File: src/rtl/apb3_cmd_requester_if.sv
// Bundle of the command stream, response stream and APB3 bus wires seen by the
// requester. The master modport is the requester view; slave is the far side.
interface apb3_cmd_requester_if #(
  parameter int AddrWidth = 32,
  parameter int DataWidth = 32
);
  logic                 cmd_valid;
  logic                 cmd_ready;
  logic [AddrWidth-1:0] cmd_addr;
  logic                 cmd_write;
  logic [DataWidth-1:0] cmd_wdata;

  logic                 rsp_valid;
  logic                 rsp_ready;
  logic [DataWidth-1:0] rsp_rdata;
  logic                 rsp_err;
  logic                 rsp_timeout;

  logic [AddrWidth-1:0] paddr;
  logic [DataWidth-1:0] pwdata;
  logic                 pwrite;
  logic                 psel;
  logic                 penable;
  logic [DataWidth-1:0] prdata;
  logic                 pready;
  logic                 pslverr;

  modport master (
    input  cmd_valid, cmd_addr, cmd_write, cmd_wdata, rsp_ready,
    input  prdata, pready, pslverr,
    output cmd_ready, rsp_valid, rsp_rdata, rsp_err, rsp_timeout,
    output paddr, pwdata, pwrite, psel, penable
  );

  modport slave (
    output cmd_valid, cmd_addr, cmd_write, cmd_wdata, rsp_ready,
    output prdata, pready, pslverr,
    input  cmd_ready, rsp_valid, rsp_rdata, rsp_err, rsp_timeout,
    input  paddr, pwdata, pwrite, psel, penable
  );
endinterface

File: src/rtl/apb3_cmd_requester.sv
// APB3 initiator: converts one valid/ready command into a single APB3 transfer
// and returns the outcome (data, slave error or timeout) on a response stream.
module apb3_cmd_requester #(
  parameter int AddrWidth     = 32,
  parameter int DataWidth     = 32,
  parameter int TimeoutCycles = 256
) (
  input logic                  clk,
  input logic                  rst,
  apb3_cmd_requester_if.master bus
);

  localparam int CntWidth   = (TimeoutCycles > 0) ? $clog2(TimeoutCycles + 1) : 1;
  localparam int CntLastInt = (TimeoutCycles > 0) ? TimeoutCycles - 1 : 0;
  localparam logic [CntWidth-1:0] CntLast = CntWidth'(CntLastInt);
  localparam logic [CntWidth-1:0] CntMax  = {CntWidth{1'b1}};
  localparam bit TimeoutEn = (TimeoutCycles != 0);

  typedef enum logic [1:0] {
    IDLE,
    SETUP,
    ACCESS,
    RESP
  } state_t;

  state_t               state;
  state_t               state_next;
  logic [CntWidth-1:0]  cnt;
  logic [AddrWidth-1:0] paddr_q;
  logic [DataWidth-1:0] pwdata_q;
  logic                 pwrite_q;
  logic [DataWidth-1:0] rdata_q;
  logic                 err_q;
  logic                 timeout_q;
  logic                 idle_c;
  logic                 psel_c;
  logic                 penable_c;
  logic                 rsp_valid_c;
  logic                 timeout_hit;

  always_ff @(posedge clk) begin
    if (rst) begin
      state <= IDLE;
    end else begin
      state <= state_next;
    end
  end

  always_comb begin
    state_next  = state;
    idle_c      = 1'b0;
    psel_c      = 1'b0;
    penable_c   = 1'b0;
    rsp_valid_c = 1'b0;
    timeout_hit = 1'b0;
    case (state)
      IDLE: begin
        idle_c = 1'b1;
        if (bus.cmd_valid) state_next = SETUP;
      end
      SETUP: begin
        psel_c     = 1'b1;
        state_next = ACCESS;
      end
      ACCESS: begin
        psel_c    = 1'b1;
        penable_c = 1'b1;
        if (bus.pready) begin
          state_next = RESP;
        end else if (TimeoutEn && (cnt == CntLast)) begin
          timeout_hit = 1'b1;
          state_next  = RESP;
        end
      end
      RESP: begin
        rsp_valid_c = 1'b1;
        if (bus.rsp_ready) state_next = IDLE;
      end
      default: state_next = IDLE;
    endcase
  end

  // Address/data are captured only on acceptance so they stay put through SETUP
  // and ACCESS and keep their last value between transfers.
  always_ff @(posedge clk) begin
    if (rst) begin
      paddr_q   <= '0;
      pwdata_q  <= '0;
      pwrite_q  <= 1'b0;
      rdata_q   <= '0;
      err_q     <= 1'b0;
      timeout_q <= 1'b0;
      cnt       <= '0;
    end else begin
      case (state)
        IDLE: begin
          if (bus.cmd_valid) begin
            paddr_q  <= bus.cmd_addr;
            pwdata_q <= bus.cmd_wdata;
            pwrite_q <= bus.cmd_write;
          end
        end
        SETUP: cnt <= '0;
        ACCESS: begin
          if (bus.pready) begin
            err_q     <= bus.pslverr;
            rdata_q   <= pwrite_q ? '0 : bus.prdata;
            timeout_q <= 1'b0;
          end else if (timeout_hit) begin
            err_q     <= 1'b1;
            timeout_q <= 1'b1;
            rdata_q   <= '0;
          end else if (cnt != CntMax) begin
            cnt <= cnt + CntWidth'(1);
          end
        end
        default: ;
      endcase
    end
  end

  assign bus.cmd_ready   = idle_c & ~rst;
  assign bus.psel        = psel_c;
  assign bus.penable     = penable_c;
  assign bus.rsp_valid   = rsp_valid_c;
  assign bus.paddr       = paddr_q;
  assign bus.pwdata      = pwdata_q;
  assign bus.pwrite      = pwrite_q;
  assign bus.rsp_rdata   = rdata_q;
  assign bus.rsp_err     = err_q;
  assign bus.rsp_timeout = timeout_q;

endmodule

File: src/flat_wrapper.sv
// flat-port wrapper written by rule: the top's interface ports become plain ports
module apb3_cmd_requester_flat 
#(
  parameter int AddrWidth     = 32,
  parameter int DataWidth     = 32,
  parameter int TimeoutCycles = 256
)
  (clk, rst, bus_cmd_valid, bus_cmd_addr, bus_cmd_write, bus_cmd_wdata, bus_rsp_ready, bus_prdata, bus_pready, bus_pslverr, bus_cmd_ready, bus_rsp_valid, bus_rsp_rdata, bus_rsp_err, bus_rsp_timeout, bus_paddr, bus_pwdata, bus_pwrite, bus_psel, bus_penable);
  apb3_cmd_requester_if #(.AddrWidth(AddrWidth), .DataWidth(DataWidth)) bus_i ();
  input logic clk;
  input logic rst;
  input wire logic [$bits(bus_i.cmd_valid)-1:0] bus_cmd_valid;
  input wire logic [$bits(bus_i.cmd_addr)-1:0] bus_cmd_addr;
  input wire logic [$bits(bus_i.cmd_write)-1:0] bus_cmd_write;
  input wire logic [$bits(bus_i.cmd_wdata)-1:0] bus_cmd_wdata;
  input wire logic [$bits(bus_i.rsp_ready)-1:0] bus_rsp_ready;
  input wire logic [$bits(bus_i.prdata)-1:0] bus_prdata;
  input wire logic [$bits(bus_i.pready)-1:0] bus_pready;
  input wire logic [$bits(bus_i.pslverr)-1:0] bus_pslverr;
  output wire logic [$bits(bus_i.cmd_ready)-1:0] bus_cmd_ready;
  output wire logic [$bits(bus_i.rsp_valid)-1:0] bus_rsp_valid;
  output wire logic [$bits(bus_i.rsp_rdata)-1:0] bus_rsp_rdata;
  output wire logic [$bits(bus_i.rsp_err)-1:0] bus_rsp_err;
  output wire logic [$bits(bus_i.rsp_timeout)-1:0] bus_rsp_timeout;
  output wire logic [$bits(bus_i.paddr)-1:0] bus_paddr;
  output wire logic [$bits(bus_i.pwdata)-1:0] bus_pwdata;
  output wire logic [$bits(bus_i.pwrite)-1:0] bus_pwrite;
  output wire logic [$bits(bus_i.psel)-1:0] bus_psel;
  output wire logic [$bits(bus_i.penable)-1:0] bus_penable;
  assign bus_i.cmd_valid = bus_cmd_valid;
  assign bus_i.cmd_addr = bus_cmd_addr;
  assign bus_i.cmd_write = bus_cmd_write;
  assign bus_i.cmd_wdata = bus_cmd_wdata;
  assign bus_i.rsp_ready = bus_rsp_ready;
  assign bus_i.prdata = bus_prdata;
  assign bus_i.pready = bus_pready;
  assign bus_i.pslverr = bus_pslverr;
  assign bus_cmd_ready = bus_i.cmd_ready;
  assign bus_rsp_valid = bus_i.rsp_valid;
  assign bus_rsp_rdata = bus_i.rsp_rdata;
  assign bus_rsp_err = bus_i.rsp_err;
  assign bus_rsp_timeout = bus_i.rsp_timeout;
  assign bus_paddr = bus_i.paddr;
  assign bus_pwdata = bus_i.pwdata;
  assign bus_pwrite = bus_i.pwrite;
  assign bus_psel = bus_i.psel;
  assign bus_penable = bus_i.penable;
  apb3_cmd_requester #(.AddrWidth(AddrWidth), .DataWidth(DataWidth), .TimeoutCycles(TimeoutCycles)) u_core (.clk(clk), .rst(rst), .bus(bus_i));
endmodule
File: config.mk
export PLATFORM = sky130hd
export DESIGN_NAME = apb3_cmd_requester_flat
export DESIGN_NICKNAME = d
export VERILOG_FILES = /design/src/rtl/apb3_cmd_requester_if.sv /design/src/rtl/apb3_cmd_requester.sv /design/src/flat_wrapper.sv
export SDC_FILE = /design/constraint.sdc
export NUM_CORES = 1
export LEC_CHECK = 0
export CAP_MARGIN = 20
export CORE_UTILIZATION = 40
export CTS_CLUSTER_SIZE = 28
export DETAILED_ROUTE_END_ITERATION = 10
export PLACE_DENSITY_LB_ADDON = 0.05
export SKIP_LAST_GASP = 1
export SYNTH_ARGS = -nofsm -noshare
export SYNTH_HDL_FRONTEND = slang
export SYNTH_SLANG_ARGS = --single-unit
File: constraint.sdc
create_clock -name clk -period 2.5 [get_ports clk]
set_input_delay 0.25 -clock clk [delete_from_list [all_inputs] [get_ports clk]]
set_output_delay 0.25 -clock clk [all_outputs]
set_load 0.05 [all_outputs]
==> results_dict.tcl, run 1 <==
set metrics [dict create \
    syn_inst 482 \
    gp_congestion 0.752 \
    worstMarginPinSlew_ns 0.806 \
    p_leak_nw 2.31 \
    area_growth_pct 57.4 \
    fin_hold_ws_ns 0.413 \
    die_area_um2 10700 \
    firstDrtPassIters 4 \
    grt_pass1_vias 3692 \
    cts_root_buffer "clkbuf_8" \
    clk_latency_ns 0.37 \
    route.detailed.drc 0 \
    dr_total_vias 4007 \
    rows 36 \
    worstPathArrival_ns 2.09 \
    grt_pass1_wl_mm 17.3 \
    antennaDiodeCount 0 \
    rsz0062_at_grt "false" \
    io_buffer_count 205 \
    routed_via_density 4.98 \
    wire_per_inst_um 14.4 \
    hold_buffers 0 \
    slew_headroom_pct 46.3 \
    power.total_w 0.00610 \
    cts_buffers 9 \
    drtIter0Drc 96 \
    synth.yosys.seq_area_share_pct 53.7 \
    fillers 828 \
    coreArea_um2 9860 \
    crit_path_end_kind "output port" \
    syn_area_um2 4100 \
    path_class "reg -> out" \
    hpwl_mm 8.08 \
    synth_nets 593 \
    synth_edf_count 0 \
    ys.flop_type "dfxtp_1" \
    worstHoldPathType "in -> reg" \
    h-tree-depth 3 \
    max-vdd-ir-drop_mv 0.413 \
    p_per_area_nw_per_um2 945 \
    hold_violations 0 \
    post_cts_buffers 0 \
    start_util_pct 41.6 \
    antenna_found_initial 0 \
    final_util_pct 65.4 \
    synthSimpleGateAreaFrac_pct 21.8 \
    crit_required_ns 2.25 \
    synthArstFlopShare_pct 0 \
    totalWireLength_mm 11.5 \
    post-route-min-period_ns 2.34 \
    clock_skew_ns 0.0163 \
    grt_usage_pct 20.9 \
    cts.clk_slew.worst_paths_ns 0.11 \
    ys_seq_elements 110 \
    drive_gt1_share_pct 5.66 \
    synth-xor-area-share_pct 0 \
    fmax_mhz 428 \
    die_x_um 103 \
    final_antenna_net_count 0 \
    cts_sinks 110 \
    synth_top_family_by_area "simple AND/OR/NAND/NOR gates" \
    synth_warnings 0 \
    io_pins 206 \
    setup_violations 0 \
    grt_max_degree 78 \
    yosysUniqueCellTypes 33 \
    synthMuxAreaShare_pct 1.46 \
    avgSynthCellArea_um2 8.51 \
    drv_slew 0 \
    status "complete, no violations" \
    cts_tree "built" \
    clock_path_buffers 2 \
    path_max_fanout 12 \
    synthAdderAreaFrac_pct 2.44 \
    maxCapViolCount 0 \
    cts_resized 0 \
    synth-compound-area-share_pct 16.4 \
    die_h_um 103 \
    period_share_pct 93.6 \
    grt-ovfl-total 0 \
    critPathLaunchType "register" \
    finalNetCount 777 \
    fin_tns_setup_ns 0 \
]
-- where the power goes --
part	leakage [nW]	switching (W)	internal [W]
logic	1.30	0.00184	0.000989
registers	0.897	0.000148	0.00203
clock network	0.106	0.000620	0.000477
total	2.31	0.00261	0.00349
-- Yosys cell counts, drive strengths merged, types with 2 or more instances --
cell type	instances	area, um2
nand2b	3	18.8
nor2	35	131
buf	9	52.6
ha	8	100
a21oi	72	360
nand2	134	503
nand3b	6	45.0
nand3	7	35.0
inv	3	11.3
dfxtp	110	2200
a211oi	4	45.1
nand4	3	18.8
nor2b	2	12.5
clkbuf	29	109
mux2i	6	60.1
a22oi	32	240
or3b	8	70.1
-- through the flow --
stage	std cells	instance area [um2]	setup slack, ns
floorplan	482	4100	0.447
global placement	787	6230	0.318
detailed placement	787	6230	0.235
CTS	803	6430	0.135
global route	804	6450	0.0413
finish	804	6450	0.161
-- cell families (layout without fill, tap and decap cells) --
| group | count (synthesis) | count (layout) |
|---|---|---|
| adders and majority gates | 8 | 8 |
| buffers and inverters | 41 | 230 |
| AOI/OAI and AO/OA | 112 | 112 |
| and+or+nand+nor | 205 | 205 |
| DFF | 110 | 110 |
| muxes | 6 | 6 |
-- state kept, by name, summed over array words and instances (netlist names) --
signal / cells
u_core.bus.pwrite: 1
u_core.bus.rsp_err: 1
u_core.state: 2
u_core.cnt: 9
u_core.bus.paddr: 32
u_core.bus.rsp_rdata: 32
u_core.bus.rsp_timeout: 1
u_core.bus.pwdata: 32
-- critical path: stages, from the launching register on --
cell	delay, ns
dfxtp_1	0.35
inv_1	0.11
ha_1	0.38
clkdlybuf4s50_1	0.88
-- area by class of cell --
cell class / count / area, um2 / area share, %
Timing Repair Buffer: 211 / 2140 / 33.1
Inverter: 3 / 11.3 / 0.174
Multi-Input combinational cell: 331 / 1730 / 26.9
Clock inverter: 7 / 77.6 / 1.20
Sequential cell: 110 / 2200 / 34.1
Clock buffer: 9 / 124 / 1.92
Tap cell: 133 / 166 / 2.58
-- final timing paths --
| check | start | to | slack, ns | cells past startpoint |
|---|---|---|---|---|
| worst max-delay path | u_core.state[0]$_SDFFE_PP0P_ | bus_penable | 0.16 | 3 |
| worst min-delay path | bus_cmd_wdata[13] | u_core.bus.pwdata[13]$_SDFFE_PP0P_ | 0.41 | 3 |
| worst max register to register | u_core.cnt[0]$_SDFFE_PP0P_ | u_core.cnt[8]$_SDFFE_PP0P_ | 0.29 | 7 |
| worst min register to register | u_core.bus.pwdata[3]$_SDFFE_PP0P_ | u_core.bus.pwdata[3]$_SDFFE_PP0P_ | 0.46 | 2 |
-- cells in the final DEF, fill, tap and decap left out, drive strengths merged, types with 7 or more instances in the layout --
master,netlist,final
a21oi,72,72
a22oi,32,32
buf,9,7
clkbuf,29,9
clkdlybuf4s50,0,204
dfxtp,110,110
ha,8,8
nand2,134,134
nand3,7,7
nor2,35,35
or3b,8,8
-- per-layer routing --
metal | wire (um) | vias up | part of all wire (%) | global-route usage (%)
met5 | 0 | - | 0 | 0
li1 | - | 1981 | - | -
met4 | 339 | 0 | 2.9 | 10.1
met1 | 4870 | 1868 | 42 | 24.5
met3 | 918 | 24 | 8.0 | 6.72
met2 | 5420 | 134 | 47 | 34.6
Power figures use the tool's default switching activity.
==> run 2, diff against run 1 <==
--- a/config.mk
+++ b/config.mk
@@ -10,6 +10,7 @@
 export CTS_CLUSTER_SIZE = 28
 export DETAILED_ROUTE_END_ITERATION = 10
 export PLACE_DENSITY_LB_ADDON = 0.05
+export REMOVE_ABC_BUFFERS = 1
 export SKIP_LAST_GASP = 1
 export SYNTH_ARGS = -nofsm -noshare
 export SYNTH_HDL_FRONTEND = slang
==> results_dict.tcl, run 2 (same netlist as run 1, synthesis figures left out) <==
set metrics [dict create \
    drv_slew 0 \
    period_share_pct 92.7 \
    grt_max_degree 117 \
    p_per_area_nw_per_um2 945 \
    grt_usage_pct 20.9 \
    die_area_um2 10700 \
    start_util_pct 41.6 \
    path_delay_family "buffers and inverters" \
    final_util_pct 65.6 \
    cp_cell_sequence "inv_1 > ha_1 > clkdlybuf4s50_1" \
    path_class "reg -> out" \
    hold_violations 0 \
    final_antenna_net_count 0 \
    cpPeakStageDelay_ns 0.88 \
    drtIter0Drc 132 \
    path_buf_inv 2 \
    route.detailed.drc 0 \
    critPathLaunchType "register" \
    slew_headroom_pct 49.1 \
    antenna_found_initial 0 \
    cts_sinks 110 \
    clock_path_buffers 2 \
    worstPathArrival_ns 2.07 \
    area_growth_pct 57.7 \
    gp_congestion 0.747 \
    io_pins 206 \
    grt-ovfl-total 0 \
    setup_violations 0 \
    maxCapViolCount 0 \
    cpMaxStageDelayCell "clkdlybuf4s50_1" \
    crit_required_ns 2.25 \
    crit_path_end_kind "output port" \
    dpl_cell_area_um2 6220 \
    h-tree-depth 3 \
    totalWireLength_mm 11.5 \
    drive_gt1_share_pct 5.80 \
    min_from "bus_cmd_wdata[1]" \
    wire_per_inst_um 14.2 \
    hold_buffers 0 \
    layout_commonest_cell "clkdlybuf4s50_1" \
    max-vdd-ir-drop_mv 0.491 \
    worstMarginPinSlew_ns 0.763 \
    grt_pass1_wl_mm 17.3 \
    io_buffer_count 205 \
    rsz0062_at_grt "false" \
    startpoint "u_core.state[0]$_SDFFE_PP0P_" \
    routed_via_density 4.87 \
    final_cell_area_um2 6470 \
    post-route-min-period_ns 2.32 \
    power.total_w 0.00611 \
    status "complete, no violations" \
    r2r_start "u_core.cnt[0]$_SDFFE_PP0P_" \
    cts.clk_slew.worst_paths_ns 0.10 \
    p_leak_nw 2.32 \
    cts_resized 0 \
    rows 36 \
    worstHoldPathType "in -> reg" \
    post_cts_buffers 0 \
    die_x_um 103 \
    die_h_um 103 \
    coreArea_um2 9860 \
    hpwl_mm 7.81 \
    clock_skew_ns 0.00861 \
    cts_tree "built" \
    finalNetCount 778 \
    dr_total_vias 3923 \
    cts_buffers 9 \
    clk_latency_ns 0.36 \
    cts_root_buffer "clkbuf_8" \
    layout_common_cells "clkdlybuf4s50_1 (204), nand2_1 (133), dfxtp_1 (110)" \
    firstDrtPassIters 4 \
    fmax_mhz 431 \
    grt_pass1_vias 3646 \
    antennaDiodeCount 0 \
    path_max_fanout 12 \
    fin_tns_setup_ns 0 \
]
==> run 2: worst min-delay path, cell delays in order <==
cell             delay [ns]
clkdlybuf4s50_1        0.39
nand2_1                0.06
a21oi_1                0.05
==> run 2: per-stage QoR <==
| stage | cells | setup slack [ns] | hold WS, ns |
|---|---|---|---|
| floorplan | 444 | 0.110 | 0.319 |
| CTS | 804 | 0.152 | 0.406 |
| detailed placement | 788 | 0.271 | 0.446 |
| global route | 805 | 0.0616 | 0.413 |
| finish | 805 | 0.182 | 0.428 |
| global placement | 788 | 0.339 | 0.440 |
==> run 2: layout make-up <==
class	instances	area, um2
multi-input cells	331	1730
fillers	832	3400
clock buffers	13	179
clock inverters	3	40.0
repair buffers	212	2130
flip-flops and latches	110	2200
well taps	133	166
inverters	3	11.3
==> run 2: path summary, 6_finish.rpt <==
kind	slack [ns]	end	cells past startpoint
min	0.43	u_core.bus.pwdata[1]$_SDFFE_PP0P_	3
max	0.18	bus_penable	3
max reg2reg	0.28	u_core.cnt[8]$_SDFFE_PP0P_	7
min reg2reg	0.46	u_core.bus.paddr[29]$_SDFFE_PP0P_	2
==> run 2: report_power, final <==
part | internal [W] | switching (W)
Combinational | 0.000969 | 0.00184
Sequential | 0.00203 | 0.000142
Clock | 0.000571 | 0.000570
Total | 0.00357 | 0.00255
==> run 2: per-layer routing <==
layer	GRT usage, %	routed length, um	part of all wire (%)
met5	0	0	0
met4	6.18	120	1.0
met3	9.54	1250	11
met2	33.7	5320	46
met1	25.1	4760	42
==> run 3, diff against run 2 <==
--- a/config.mk
+++ b/config.mk
@@ -5,7 +5,6 @@
 export SDC_FILE = /design/constraint.sdc
 export NUM_CORES = 1
 export LEC_CHECK = 0
-export CAP_MARGIN = 20
 export CORE_UTILIZATION = 40
 export CTS_CLUSTER_SIZE = 28
 export DETAILED_ROUTE_END_ITERATION = 10
==> results_dict.tcl, run 3 (same netlist as run 1, synthesis figures left out) <==
set metrics [dict create \
    status "complete, no violations" \
    worstHoldPathType "in -> reg" \
    clk_latency_ns 0.36 \
    grt-ovfl-total 0 \
    swShare_pct 41.7 \
    grt_pass1_vias 3646 \
    cts_sinks 110 \
    dr_total_vias 3913 \
    startpoint "u_core.state[0]$_SDFFE_PP0P_" \
    layout_common_cells "clkdlybuf4s50_1 (204), nand2_1 (133), dfxtp_1 (110)" \
    min_from "bus_cmd_wdata[1]" \
    io_pins 206 \
    p_per_area_nw_per_um2 949 \
    path_max_fanout 12 \
    coreArea_um2 9860 \
    rsz0062_at_grt "false" \
    start_util_pct 41.6 \
    grtUsageMet1_pct 25.1 \
    hpwl_mm 7.81 \
    drv_slew 0 \
    cts_root_buffer "clkbuf_8" \
    grt_max_degree 117 \
    grt_pass1_wl_mm 17.3 \
    r2r_cells 7 \
    finalNetCount 777 \
    drtIter0Drc 118 \
    power_frac_clock_pct 18.7 \
    period_share_pct 92.9 \
    r2r_start "u_core.cnt[0]$_SDFFE_PP0P_" \
    p_int_w 0.00356 \
    hold_buffers 0 \
    cts_tree "built" \
    cts_resized 0 \
    routed_via_density 4.87 \
    post_cts_buffers 0 \
    use_met2_pct 33.7 \
    fin_tns_setup_ns 0 \
    setup_violations 0 \
    clock_path_buffers 2 \
    io_buffer_count 205 \
    busiest_layer "met2" \
    slew_headroom_pct 21.8 \
    ff2ff_setup_slack_ns 0.27 \
    post-route-min-period_ns 2.32 \
    pwr-share-seq_pct 35.5 \
    worstMarginPinSlew_ns 1.17 \
    die_area_um2 10700 \
    path_class "reg -> out" \
    crit_path_end_kind "output port" \
    hold_violations 0 \
    p_leak_nw 2.31 \
    critPathLaunchType "register" \
    drive_gt1_share_pct 5.66 \
    maxCapViolCount 0 \
    h-tree-depth 3 \
    p_switching_w 0.00255 \
    firstDrtPassIters 5 \
    crit_required_ns 2.25 \
    antennaDiodeCount 0 \
    layout_commonest_cell "clkdlybuf4s50_1" \
    route.detailed.drc 0 \
    gp_congestion 0.747 \
    die_h_um 103 \
    combPwrFrac_pct 45.8 \
    wire_per_inst_um 14.2 \
    cts.clk_slew.worst_paths_ns 0.10 \
    final_antenna_net_count 0 \
    max-vdd-ir-drop_mv 0.492 \
    rr_endpoint "u_core.cnt[8]$_SDFFE_PP0P_" \
    rows 36 \
    final_util_pct 65.3 \
    totalWireLength_mm 11.4 \
    grtUsageMet3_pct 9.54 \
    hold_depth 3 \
    fmax_mhz 431 \
    holdPathEnd "u_core.bus.pwdata[1]$_SDFFE_PP0P_" \
    die_x_um 103 \
    antenna_found_initial 0 \
    cts_buffers 9 \
    grt_usage_pct 20.9 \
    area_growth_pct 57.0 \
    clock_skew_ns 0.00766 \
    worstPathArrival_ns 2.07 \
]
==> run 3: cell count changes in the layout (fill, tap and decap cells not counted) <==
cell and change:
buf_16 -1
==> run 3: cell type report <==
class	count	area [um2]
Clock buffer	13	179
Clock inverter	3	40.0
Fill cell	835	3420
Inverter	3	11.3
Multi-Input combinational cell	331	1730
Sequential cell	110	2200
Tap cell	133	166
Timing Repair Buffer	211	2110
==> run 3: worst max-delay path by stage <==
stage                                                 end  cells after the start  slack (ns)
final                                         bus_penable                      3        0.18
after global routing                          bus_penable                      3        0.06
after CTS                                     bus_penable                      3        0.15
after detailed placement       u_core.cnt[8]$_SDFFE_PP0P_                      7        0.27
after global placement         u_core.cnt[8]$_SDFFE_PP0P_                      7        0.34
after floorplan           u_core.bus.rsp_err$_SDFFE_PP0P_                      7        0.11
==> run 3: power groups by stage <==
stage	clock network (W)	registers (W)	logic (W)
finish	0.00114	0.00217	0.00280
floorplan	0	0.00308	0.000902
detailed placement	0	0.00221	0.00282
CTS	0.00118	0.00217	0.00283
global route	0.00125	0.00221	0.00299
global placement	0	0.00219	0.00278
==> run 3: per-layer routing <==
metal / vias up / part of all wire [%]
li1: 1975 / -
met1: 1784 / 41
met2: 148 / 47
met3: 6 / 11
met4: 0 / 0.93
met5: - / 0
==> run 3: metrics by stage <==
| step | instances | total power, W | instance area (um2) | setup WS (ns) | hold WS [ns] |
|---|---|---|---|---|---|
| 2_1_floorplan | 444 | 0.00398 | 3940 | 0.110 | 0.319 |
| 3_3_place_gp | 788 | 0.00497 | 6220 | 0.339 | 0.440 |
| 3_5_place_dp | 788 | 0.00503 | 6220 | 0.271 | 0.446 |
| 4_1_cts | 804 | 0.00618 | 6440 | 0.152 | 0.406 |
| 5_1_grt | 804 | 0.00645 | 6440 | 0.0616 | 0.413 |
| 6_report | 804 | 0.00611 | 6440 | 0.178 | 0.428 |
==> run 3: worst max-delay path: stages, from the launching register on <==
cell and delay [ns]:
dfxtp_1 0.35, inv_1 0.11, ha_1 0.38, clkdlybuf4s50_1 0.88
